$ cat src/rtl/dmem_arbiter.sv
// dmem_arbiter: shares the single-port data RAM between the core LSU (port 0)
// and a loader/debug master (port 1). Grants are combinational and only one
// port is granted per cycle. Every grant produces exactly one response one
// cycle later. Out-of-range accesses never reach the RAM; they are answered
// locally with err=1.
// Compile-time option: define DMEM_ARB_RR_EN for round-robin arbitration.
// Without it, port 0 has fixed priority. In both modes, a starvation guard
// forces a grant to a port that has waited MAX_WAIT cycles.
module dmem_arbiter #(
   parameter int ADDR_WIDTH = 32,
   parameter int DATA_WIDTH = 32,
   parameter int MEM_WORDS  = 1024,
   parameter int MAX_WAIT   = 15
) (
   input  logic                         clk,
   input  logic                         rst_n,
   // port 0: core LSU
   input  logic                         m0_req,
   input  logic                         m0_we,
   input  logic [DATA_WIDTH/8-1:0]      m0_be,
   input  logic [ADDR_WIDTH-1:0]        m0_addr,
   input  logic [DATA_WIDTH-1:0]        m0_wdata,
   output logic                         m0_gnt,
   output logic                         m0_rvalid,
   output logic [DATA_WIDTH-1:0]        m0_rdata,
   output logic                         m0_err,
   // port 1: loader / debug master
   input  logic                         m1_req,
   input  logic                         m1_we,
   input  logic [DATA_WIDTH/8-1:0]      m1_be,
   input  logic [ADDR_WIDTH-1:0]        m1_addr,
   input  logic [DATA_WIDTH-1:0]        m1_wdata,
   output logic                         m1_gnt,
   output logic                         m1_rvalid,
   output logic [DATA_WIDTH-1:0]        m1_rdata,
   output logic                         m1_err,
   // RAM side
   output logic                         mem_req,
   output logic                         mem_we,
   output logic [DATA_WIDTH/8-1:0]      mem_be,
   output logic [$clog2(MEM_WORDS)-1:0] mem_addr,
   output logic [DATA_WIDTH-1:0]        mem_wdata,
   input  logic [DATA_WIDTH-1:0]        mem_rdata
);

   localparam int BE_WIDTH = DATA_WIDTH / 8;
   localparam int MEM_AW   = $clog2(MEM_WORDS);
   localparam int CNT_W    = (MAX_WAIT > 0) ? $clog2(MAX_WAIT + 1) : 1;
   localparam logic [CNT_W-1:0]      WAIT_MAX   = CNT_W'(MAX_WAIT);
   // one bit wider than the address so the limit itself is representable
   localparam logic [ADDR_WIDTH:0]   ADDR_LIMIT = (ADDR_WIDTH + 1)'(MEM_WORDS * 4);

   // per-port views so the per-port logic can be generated
   logic [1:0]            req_vec;
   logic [1:0]            we_vec;
   logic [BE_WIDTH-1:0]   be_vec    [2];
   logic [ADDR_WIDTH-1:0] addr_vec  [2];
   logic [DATA_WIDTH-1:0] wdata_vec [2];

   assign req_vec      = {m1_req, m0_req};
   assign we_vec       = {m1_we, m0_we};
   assign be_vec[0]    = m0_be;
   assign be_vec[1]    = m1_be;
   assign addr_vec[0]  = m0_addr;
   assign addr_vec[1]  = m1_addr;
   assign wdata_vec[0] = m0_wdata;
   assign wdata_vec[1] = m1_wdata;

   logic [1:0] starve;     // port requesting and has waited MAX_WAIT cycles
   logic [1:0] in_range;   // port address falls inside the RAM
   logic [1:0] gnt_vec;    // one-hot (or zero) grant

   genvar gi;
   generate
      for (gi = 0; gi < 2; gi++) begin : g_port
         logic [CNT_W-1:0] wait_cnt_reg;

         assign starve[gi]   = req_vec[gi] && (wait_cnt_reg == WAIT_MAX);
         assign in_range[gi] = ({1'b0, addr_vec[gi]} < ADDR_LIMIT);

         // Starvation counter: counts denied request cycles, saturates, clears on grant or idle
         always_ff @(posedge clk or negedge rst_n) begin
            if (!rst_n) begin
               wait_cnt_reg <= '0;
            end else if (gnt_vec[gi] || !req_vec[gi]) begin
               wait_cnt_reg <= '0;
            end else if (wait_cnt_reg != WAIT_MAX) begin
               wait_cnt_reg <= wait_cnt_reg + 1'b1;
            end
         end
      end
   endgenerate

`ifdef DMEM_ARB_RR_EN
   logic last_owner_reg;

   // Remember which port was granted last so a tie goes to the other port
   always_ff @(posedge clk or negedge rst_n) begin
      if (!rst_n) begin
         last_owner_reg <= 1'b1;
      end else if (|gnt_vec) begin
         last_owner_reg <= gnt_vec[1];
      end
   end
`endif

   // Grant selection: starvation guard first (port 0 wins a double starve), then the base policy
   always_comb begin
      gnt_vec = 2'b00;
      if (!rst_n) begin
         gnt_vec = 2'b00;
      end else if (starve[0]) begin
         gnt_vec = 2'b01;
      end else if (starve[1]) begin
         gnt_vec = 2'b10;
      end else begin
`ifdef DMEM_ARB_RR_EN
         if (req_vec == 2'b11) begin
            gnt_vec = last_owner_reg ? 2'b01 : 2'b10;
         end else begin
            gnt_vec = req_vec;
         end
`else
         if (req_vec[0]) begin
            gnt_vec = 2'b01;
         end else if (req_vec[1]) begin
            gnt_vec = 2'b10;
         end
`endif
      end
   end

   assign m0_gnt = gnt_vec[0];
   assign m1_gnt = gnt_vec[1];

   logic                  grant_any;
   logic                  sel;
   logic                  sel_in_range;
   logic                  sel_we;
   logic [BE_WIDTH-1:0]   sel_be;
   logic [ADDR_WIDTH-1:0] sel_addr;
   logic [DATA_WIDTH-1:0] sel_wdata;

   assign grant_any    = |gnt_vec;
   assign sel          = gnt_vec[1];
   assign sel_in_range = in_range[sel];
   assign sel_we       = we_vec[sel];
   assign sel_be       = be_vec[sel];
   assign sel_addr     = addr_vec[sel];
   assign sel_wdata    = wdata_vec[sel];

   // RAM request: forward the granted payload only when the access is in range; otherwise drive zeros
   always_comb begin
      mem_req   = grant_any && sel_in_range;
      mem_we    = 1'b0;
      mem_be    = '0;
      mem_addr  = '0;
      mem_wdata = '0;
      if (mem_req) begin
         mem_we    = sel_we;
         mem_be    = sel_be;
         mem_addr  = sel_addr[MEM_AW+1:2];
         mem_wdata = sel_wdata;
      end
   end

   logic rsp_valid_reg;
   logic rsp_owner_reg;
   logic rsp_err_reg;
   logic rsp_we_reg;

   // Response pipe: capture who was granted and how the access must be answered next cycle
   always_ff @(posedge clk or negedge rst_n) begin
      if (!rst_n) begin
         rsp_valid_reg <= 1'b0;
         rsp_owner_reg <= 1'b0;
         rsp_err_reg   <= 1'b0;
         rsp_we_reg    <= 1'b0;
      end else begin
         rsp_valid_reg <= grant_any;
         rsp_owner_reg <= sel;
         rsp_err_reg   <= grant_any && !sel_in_range;
         rsp_we_reg    <= sel_we;
      end
   end

   logic [DATA_WIDTH-1:0] rsp_data;

   // Response steering: only successful loads return RAM data; stores and errors return zero
   always_comb begin
      rsp_data  = '0;
      m0_rvalid = rsp_valid_reg && !rsp_owner_reg;
      m1_rvalid = rsp_valid_reg && rsp_owner_reg;
      m0_err    = m0_rvalid && rsp_err_reg;
      m1_err    = m1_rvalid && rsp_err_reg;
      if (rsp_valid_reg && !rsp_err_reg && !rsp_we_reg) begin
         rsp_data = mem_rdata;
      end
      m0_rdata  = m0_rvalid ? rsp_data : '0;
      m1_rdata  = m1_rvalid ? rsp_data : '0;
   end

endmodule

$ cat config.mk
export PLATFORM = sky130hd
export DESIGN_NAME = dmem_arbiter
export DESIGN_NICKNAME = d
export VERILOG_FILES = /design/src/rtl/dmem_arbiter.sv
export SDC_FILE = /design/constraint.sdc
export NUM_CORES = 1
export LEC_CHECK = 0
export ABC_AREA = 1
export BUFFER_PORTS_ARGS = -buffer_cell sky130_fd_sc_hd__buf_2
export CORE_AREA = 2 2 114 116
export DETAILED_ROUTE_END_ITERATION = 10
export DIE_AREA = 0 0 116 118
export GPL_ROUTABILITY_DRIVEN = 0
export HOLD_SLACK_MARGIN = 0.15
export SLEW_MARGIN = 20
export SYNTH_ARGS = -nofsm -noshare
export SYNTH_HDL_FRONTEND = slang
export SYNTH_SLANG_ARGS = --single-unit
$ cat constraint.sdc
create_clock -name clk -period 4.5 [get_ports clk]
set_input_delay 0.45 -clock clk [delete_from_list [all_inputs] [get_ports clk]]
set_output_delay 0.45 -clock clk [all_outputs]
set_load 0.02 [all_outputs]
==> impl_summary.log, run 1 <==
INFO  metric grt_pass1_wl = 14700 um
INFO  metric power.density = 132 nW/um2
INFO  metric drtIter0Drc = 102
INFO  metric fin_skew = 0.00441 ns
INFO  metric dp_hpwl = 7850 um
INFO  metric timing.critical_path.required = 4.05 ns
INFO  metric drive_gt1_frac = 0.421
INFO  metric count_of_h_tree_levels_built_during_cts = 1
INFO  metric cts_sinks = 12
INFO  metric final_standard_cell_count_with_taps_included_and_fillers_excluded = 915
INFO  metric synth.avg_cell_area = 4.82 um2
INFO  metric worst_ir_drop_vdd = 104 uV
INFO  metric viasPerCell = 3.95
INFO  metric wp_data_arrival = 3.19 ns
INFO  metric pwr_total = 0.517 mW
INFO  metric worstSkewPairLatency = 0.24 ns
INFO  metric input_output_buffers = 287
INFO  metric synth_top_cell_by_area = nand2_1
INFO  metric design.portCount = 292
INFO  metric fraction_of_the_cycle_the_final_worst_path_needs = 0.808
INFO  metric cp_top_family = buffers and inverters
INFO  metric cp_slowest_cell = nand3_2
INFO  metric largest_register_ffs = 8
INFO  metric synth.distinct_cells = 27
INFO  metric outcome = finished clean
INFO  metric post-route-util = 0.315
INFO  metric die_y = 118 um
INFO  metric sequential_cell_fraction_of_total_power = 0.248
INFO  metric switching_power = 0.183 mW
INFO  metric cp-end-kind = primary output
INFO  metric num-nets-final = 921
INFO  metric cap_viol_max_count = 0
INFO  metric dpl_cell_area = 3820 um2
INFO  metric wire_length_reported_by_the_detailed_router = 9660 um
INFO  metric routed-via-count = 3610
INFO  metric finalInstanceArea = 3910 um2
INFO  metric worstPathMaxFanout = 39
INFO  metric most_frequent_cell_after_synthesis = nand2_1
INFO  metric cp_slowest_stage_delay = 0.74 ns
INFO  metric async_s_r_ff_share_synth = 1.00
INFO  metric initial_core_util = 0.185
INFO  metric grt_antenna_before_repair = 0
INFO  metric grt_max_degree = 65
INFO  metric postCtsResizedCells = 0
INFO  metric synthesized_netlist_cell_count = 476
INFO  metric max_clock_freq = 0.275 GHz
INFO  metric die_area = 13700 um2
INFO  metric clock_tree.root_cell = clkbuf_16
INFO  metric fin_tns_setup = 0 ns
INFO  metric area_fraction_of_the_dominant_cell_type_after_synthesis = 0.271
INFO  metric unrepaired_setup_endpoints_after_global_routing = false
INFO  metric detail_route.wl_per_cell = 10.6 um
INFO  metric grt_util_all_layers = 0.129
INFO  metric synth.cells.most_frequent = nand2_1 (166), inv_1 (94), nor2_1 (73), nor3_1 (65)
INFO  metric route.antenna.remaining_nets = 0
INFO  metric dieWidth = 116 um
INFO  metric tritoncts = built
INFO  metric tightestPinTransition = 1.06 ns
INFO  metric placeableCoreArea = 12400 um2
INFO  metric relSlewSlack = 0.291
INFO  metric proportion_of_power_drawn_by_the_clock_network = 0.310
INFO  metric dr.pass1.iters = 4
INFO  metric drc = 0
INFO  metric finalWorstSetupSlack = 0.864 ns
INFO  metric syn2layout_area_growth = 70.1%
INFO  metric cpMostUsedCell = buf_2
INFO  metric synth.ff_latch_count = 12
INFO  metric cts_buffers = 3
INFO  metric hold_violations = 0
INFO  metric antenna_cells_inserted = 0
INFO  metric postSynth.topFlopCell = dfrtp_1
INFO  metric syn-cell-area = 2300 um2
INFO  metric path_class = in -> out
INFO  metric internal-power = 0.334 mW
INFO  metric clkSlewWorstSetupHoldPaths = 0.04 ns
INFO  metric placementRows = 41
INFO  metric layout.filler_cells = 1459
INFO  metric start_kind = primary input
INFO  metric worstPathCellList = dlygate4sd3_1 > buf_2 > inv_1 > a21oi_1 > nand3_2 > buf_4 > nor2_1 > buf_2
INFO  metric hold_ws = 0.517 ns
INFO  metric postSynthNetCount = 652
INFO  metric detailedPlace.worstSlack = 1.32 ns
INFO  metric period_minus_slack = 3.64 ns
INFO  metric cp.buffers_inverters = 5
INFO  metric power.share.switching = 0.354
INFO  metric min_path_type = reg -> reg
INFO  metric cts_buffer_depth = 2
INFO  metric number_of_placed_cells_counting_well_taps = 911
INFO  metric seq_area_frac_synth = 0.131
INFO  metric total_leakage_power = 2.69 nW
INFO  metric setup_viol = 0
INFO  metric global_route.overflow_total = 0
INFO  metric first_global_vias = 3312
INFO  metric report.final.slew_viol_count = 0
INFO  metric share_comb_of_total_power = 0.442
INFO  metric ys_top_cells_by_area = nand2_1 (27%), inv_1 (15%), nor3_1 (14%), dfrtp_1 (13%), nor2_1 (12%)
INFO  metric yosys_warns = 0
INFO  metric synth_enable_flop_cells = 0
==> metal layers <==
metal / part of all wire / GRT usage
met1: 0.41 / 0.140
met2: 0.49 / 0.261
met3: 0.085 / 0.0165
met4: 0.012 / 0.0238
met5: 0 / 0
==> worst reg2reg max path, delay by kind of cell, from the launching register on <==
family / cells / cell delay [ns]
AND/OR/NAND/NOR: 5 / 0.52
adder cells (fa/ha/maj): 1 / 0.18
flip-flops: 1 / 0.38
AO/OA/AOI/OAI: 1 / 0.25
buffers and inverters: 2 / 0.53
==> cell usage in the layout, fill, tap and decap left out, types with 2 or more instances in the layout <==
master / n
buf_2: 287
nand2_1: 164
inv_1: 94
nor2_1: 73
nor3_1: 65
dfrtp_1: 12
nor2_2: 11
nand3_1: 4
nand2_2: 4
a211oi_1: 3
clkbuf_16: 3
buf_4: 3
a21oi_1: 2
inv_2: 2
nand3_2: 2
o21ai_0: 2
ha_1: 2
==> cell families (layout without fill, tap and decap cells) <==
logic type	Yosys count	count (layout)	share of synthesized area
DFF	12	12	0.131
and+or+nand+nor	326	326	0.596
AOI/OAI and AO/OA	11	11	0.0305
xor gates and xnor gates	2	2	0.00763
buffers and inverters	123	390	0.224
adders and majority gates	2	2	0.0109
==> final timing paths <==
kind / start / endpoint / slack, ns / cells past startpoint
worst min-delay path: g_port[1].wait_cnt_reg[1] / g_port[1].wait_cnt_reg[1] / 0.52 / 2
worst min register to register: g_port[1].wait_cnt_reg[1] / g_port[1].wait_cnt_reg[1] / 0.52 / 2
min in group asynchronous: rst_n / g_port[1].wait_cnt_reg[0] / 0.67 / 2
worst max-delay path: rst_n / mem_addr[3] / 0.86 / 8
max in group asynchronous: rst_n / rsp_err_reg / 3.56 / 2
worst max register to register: g_port[0].wait_cnt_reg[0] / rsp_we_reg / 2.50 / 9
==> layout make-up <==
type	instances	area (um2)	share of cell area
multi-input combinational	341	1490	0.381
clock buffer	3	75.1	0.0192
timing repair buffer	291	1470	0.376
inverter	96	360	0.0922
sequential	12	300	0.0769
tap	172	215	0.0551
==> power by group through the flow <==
stage	Sequential, mW	Clock (mW)	Combinational (mW)
after detailed placement	0.129	0	0.229
after global routing	0.130	0.167	0.262
after global placement	0.129	0	0.228
final	0.128	0.160	0.229
after floorplan	0.128	0	0.125
after CTS	0.128	0.161	0.231
==> what timing repair did <==
item                      4_1_cts  5_1_grt
hold buffers                    1        0
buffers inserted                0        0
hold endpoints to repair       12        0
No activity file was read; power rests on OpenSTA's default activity.
==> run 2: changes to the inputs <==
--- a/config.mk
+++ b/config.mk
@@ -7,9 +7,9 @@
 export LEC_CHECK = 0
 export ABC_AREA = 1
 export BUFFER_PORTS_ARGS = -buffer_cell sky130_fd_sc_hd__buf_2
-export CORE_AREA = 2 2 114 116
+export CORE_AREA = 2 2 112 114
 export DETAILED_ROUTE_END_ITERATION = 10
-export DIE_AREA = 0 0 116 118
+export DIE_AREA = 0 0 114 116
 export GPL_ROUTABILITY_DRIVEN = 0
 export HOLD_SLACK_MARGIN = 0.15
 export SLEW_MARGIN = 20
==> constraint.sdc (replaced) <==
create_clock -name clk -period 3.7 [get_ports clk]
set_input_delay 0.37 -clock clk [delete_from_list [all_inputs] [get_ports clk]]
set_output_delay 0.37 -clock clk [all_outputs]
set_load 0.02 [all_outputs]
==> run 2 against run 1 <==
  * Core utilization up 1.2 points
  * Sequential share of layout area about the same
  * Clock skew rose by 0.0014 ns
  * Setup slack got worse by 0.37 ns
  * Via count rose by 0.58%
  * Largest cell class unchanged
  * Highest routed layer is now met5
==> impl_summary.log, run 2 (same netlist as run 1, synthesis figures left out) <==
INFO  metric start_kind = primary input
INFO  metric viasPerCell = 4.07
INFO  metric dp_hpwl = 7860 um
INFO  metric multi_input_comb_area = 1480 um2
INFO  metric detail_route.wl_per_cell = 10.7 um
INFO  metric cpMostUsedCell = buf_2
INFO  metric dr.pass1.iters = 4
INFO  metric fraction_of_the_cycle_the_final_worst_path_needs = 0.867
INFO  metric path_class = in -> out
INFO  metric layout_commonest_cell = buf_2
INFO  metric antenna_cells_inserted = 0
INFO  metric cp_slowest_stage_delay = 0.55 ns
INFO  metric clkSlewWorstSetupHoldPaths = 0.04 ns
INFO  metric grt_util_all_layers = 0.134
INFO  metric design.portCount = 292
INFO  metric pwr_total = 0.651 mW
INFO  metric drive_gt1_frac = 0.421
INFO  metric cts_sinks = 12
INFO  metric outcome = finished clean
INFO  metric clock_tree.root_cell = clkbuf_16
INFO  metric drtIter0Drc = 155
INFO  metric hold_violations = 0
INFO  metric initial_core_util = 0.193
INFO  metric syn2layout_area_growth = 69.6%
INFO  metric drc = 0
INFO  metric postCtsResizedCells = 0
INFO  metric first_global_vias = 3159
INFO  metric report.final.slew_viol_count = 0
INFO  metric sequential_cell_area = 300 um2
INFO  metric placeableCoreArea = 11900 um2
INFO  metric cp.buffers_inverters = 5
INFO  metric worst_ir_drop_vdd = 178 uV
INFO  metric dieWidth = 114 um
INFO  metric most-common-layout-cells = buf_2 (287), nand2_1 (165), inv_1 (94), nor2_1 (73), nor3_1 (65)
INFO  metric period_minus_slack = 3.21 ns
INFO  metric unrepaired_setup_endpoints_after_global_routing = false
INFO  metric fin_tns_setup = 0 ns
INFO  metric cap_viol_max_count = 0
INFO  metric cts_setup_buffers = 0
INFO  metric grt_pass1_wl = 14600 um
INFO  metric grt_max_degree = 65
INFO  metric grt_antenna_before_repair = 1
INFO  metric die_area = 13200 um2
INFO  metric route.antenna.remaining_nets = 0
INFO  metric timing.critical_path.required = 3.33 ns
INFO  metric die_y = 116 um
INFO  metric max_clock_freq = 0.312 GHz
INFO  metric input_output_buffers = 287
INFO  metric cp-end-kind = primary output
INFO  metric largest_register_ffs = 8
INFO  metric num-nets-final = 922
INFO  metric min_path_type = in -> reg
INFO  metric setup_viol = 0
INFO  metric tightestPinTransition = 1.05 ns
INFO  metric cts_buffers = 3
INFO  metric total_leakage_power = 2.70 nW
INFO  metric cp_top_family = buffers and inverters
INFO  metric relSlewSlack = 0.299
INFO  metric power.density = 167 nW/um2
INFO  metric layout.filler_cells = 1394
INFO  metric fin_skew = 0.00583 ns
INFO  metric worstSkewPairLatency = 0.24 ns
INFO  metric placementRows = 40
INFO  metric wire_length_reported_by_the_detailed_router = 9540 um
INFO  metric tritoncts = built
INFO  metric cts_buffer_depth = 2
INFO  metric routed-via-count = 3631
INFO  metric cp_slowest_cell = nand3_2
INFO  metric wp_data_arrival = 2.84 ns
INFO  metric global_route.overflow_total = 0
INFO  metric count_of_h_tree_levels_built_during_cts = 1
INFO  metric worstPathMaxFanout = 27
INFO  metric worstPathCellList = dlygate4sd3_1 > buf_2 > inv_1 > a21oi_1 > nand3_2 > buf_4 > nor2_1 > buf_2
-- run 2: layout make-up --
class | count | area share
Multi-Input combinational cell | 341 | 0.381
Timing Repair Buffer | 292 | 0.379
Inverter | 96 | 0.0925
Sequential cell | 12 | 0.0771
Tap cell | 147 | 0.0472
Clock buffer | 4 | 0.0228
-- run 2: path summary, 6_finish.rpt --
kind,startpoint,to,slack [ns],cells after the start
worst max-delay path,rst_n,mem_wdata[31],0.49,8
worst min-delay path,m1_we,rsp_we_reg,0.45,3
worst max register to register,g_port[1].wait_cnt_reg[0],rsp_we_reg,1.76,10
worst min register to register,g_port[0].wait_cnt_reg[1],g_port[0].wait_cnt_reg[1],0.51,2
max in group asynchronous,rst_n,rsp_we_reg,2.85,2
min in group asynchronous,rst_n,g_port[0].wait_cnt_reg[1],0.58,2
-- run 2: through the flow --
| step | worst slack [ns] | area, um2 | cells | hold slack, ns | utilization |
|---|---|---|---|---|---|
| global route | 0.188 | 3890 | 892 | 0.503 | 0.327 |
| CTS | 0.417 | 3890 | 892 | 0.466 | 0.327 |
| detailed placement | 0.955 | 3790 | 887 | 0.303 | 0.319 |
| finish | 0.491 | 3890 | 892 | 0.449 | 0.327 |
| global placement | 0.964 | 3790 | 887 | 0.304 | 0.319 |
| floorplan | 1.59 | 2300 | 476 | 0.0744 | - |
-- run 2: repair_timing --
action,4_1_cts,5_1_grt
hold buffers,1,0
endpoints found under the setup margin,0,0
endpoints found under the hold margin,12,0
-- run 2: routing by layer --
layer	vias to the layer above	GRT usage	routed length [um]
met5	-	0	12
met4	2	0.0114	23
met3	4	0.0230	858
met1	1497	0.156	3800
met2	189	0.263	4840
li1	1939	-	-
-- run 2: worst register-to-register path: stages, from the launching register on --
cell and delay [ns]:
dfrtp_1 0.40, ha_1 0.23, nand2_1 0.10, nor2_2 0.07, inv_2 0.06, nand2_2 0.04
nand3_2 0.06, buf_4 0.43, nand2_1 0.15, o21ai_1 0.20, inv_1 0.07
-- run 2: report_power, final --
group	switching, mW	internal (mW)
logic	0.156	0.121
registers	0.0101	0.145
clock network	0.0561	0.163
total	0.223	0.429
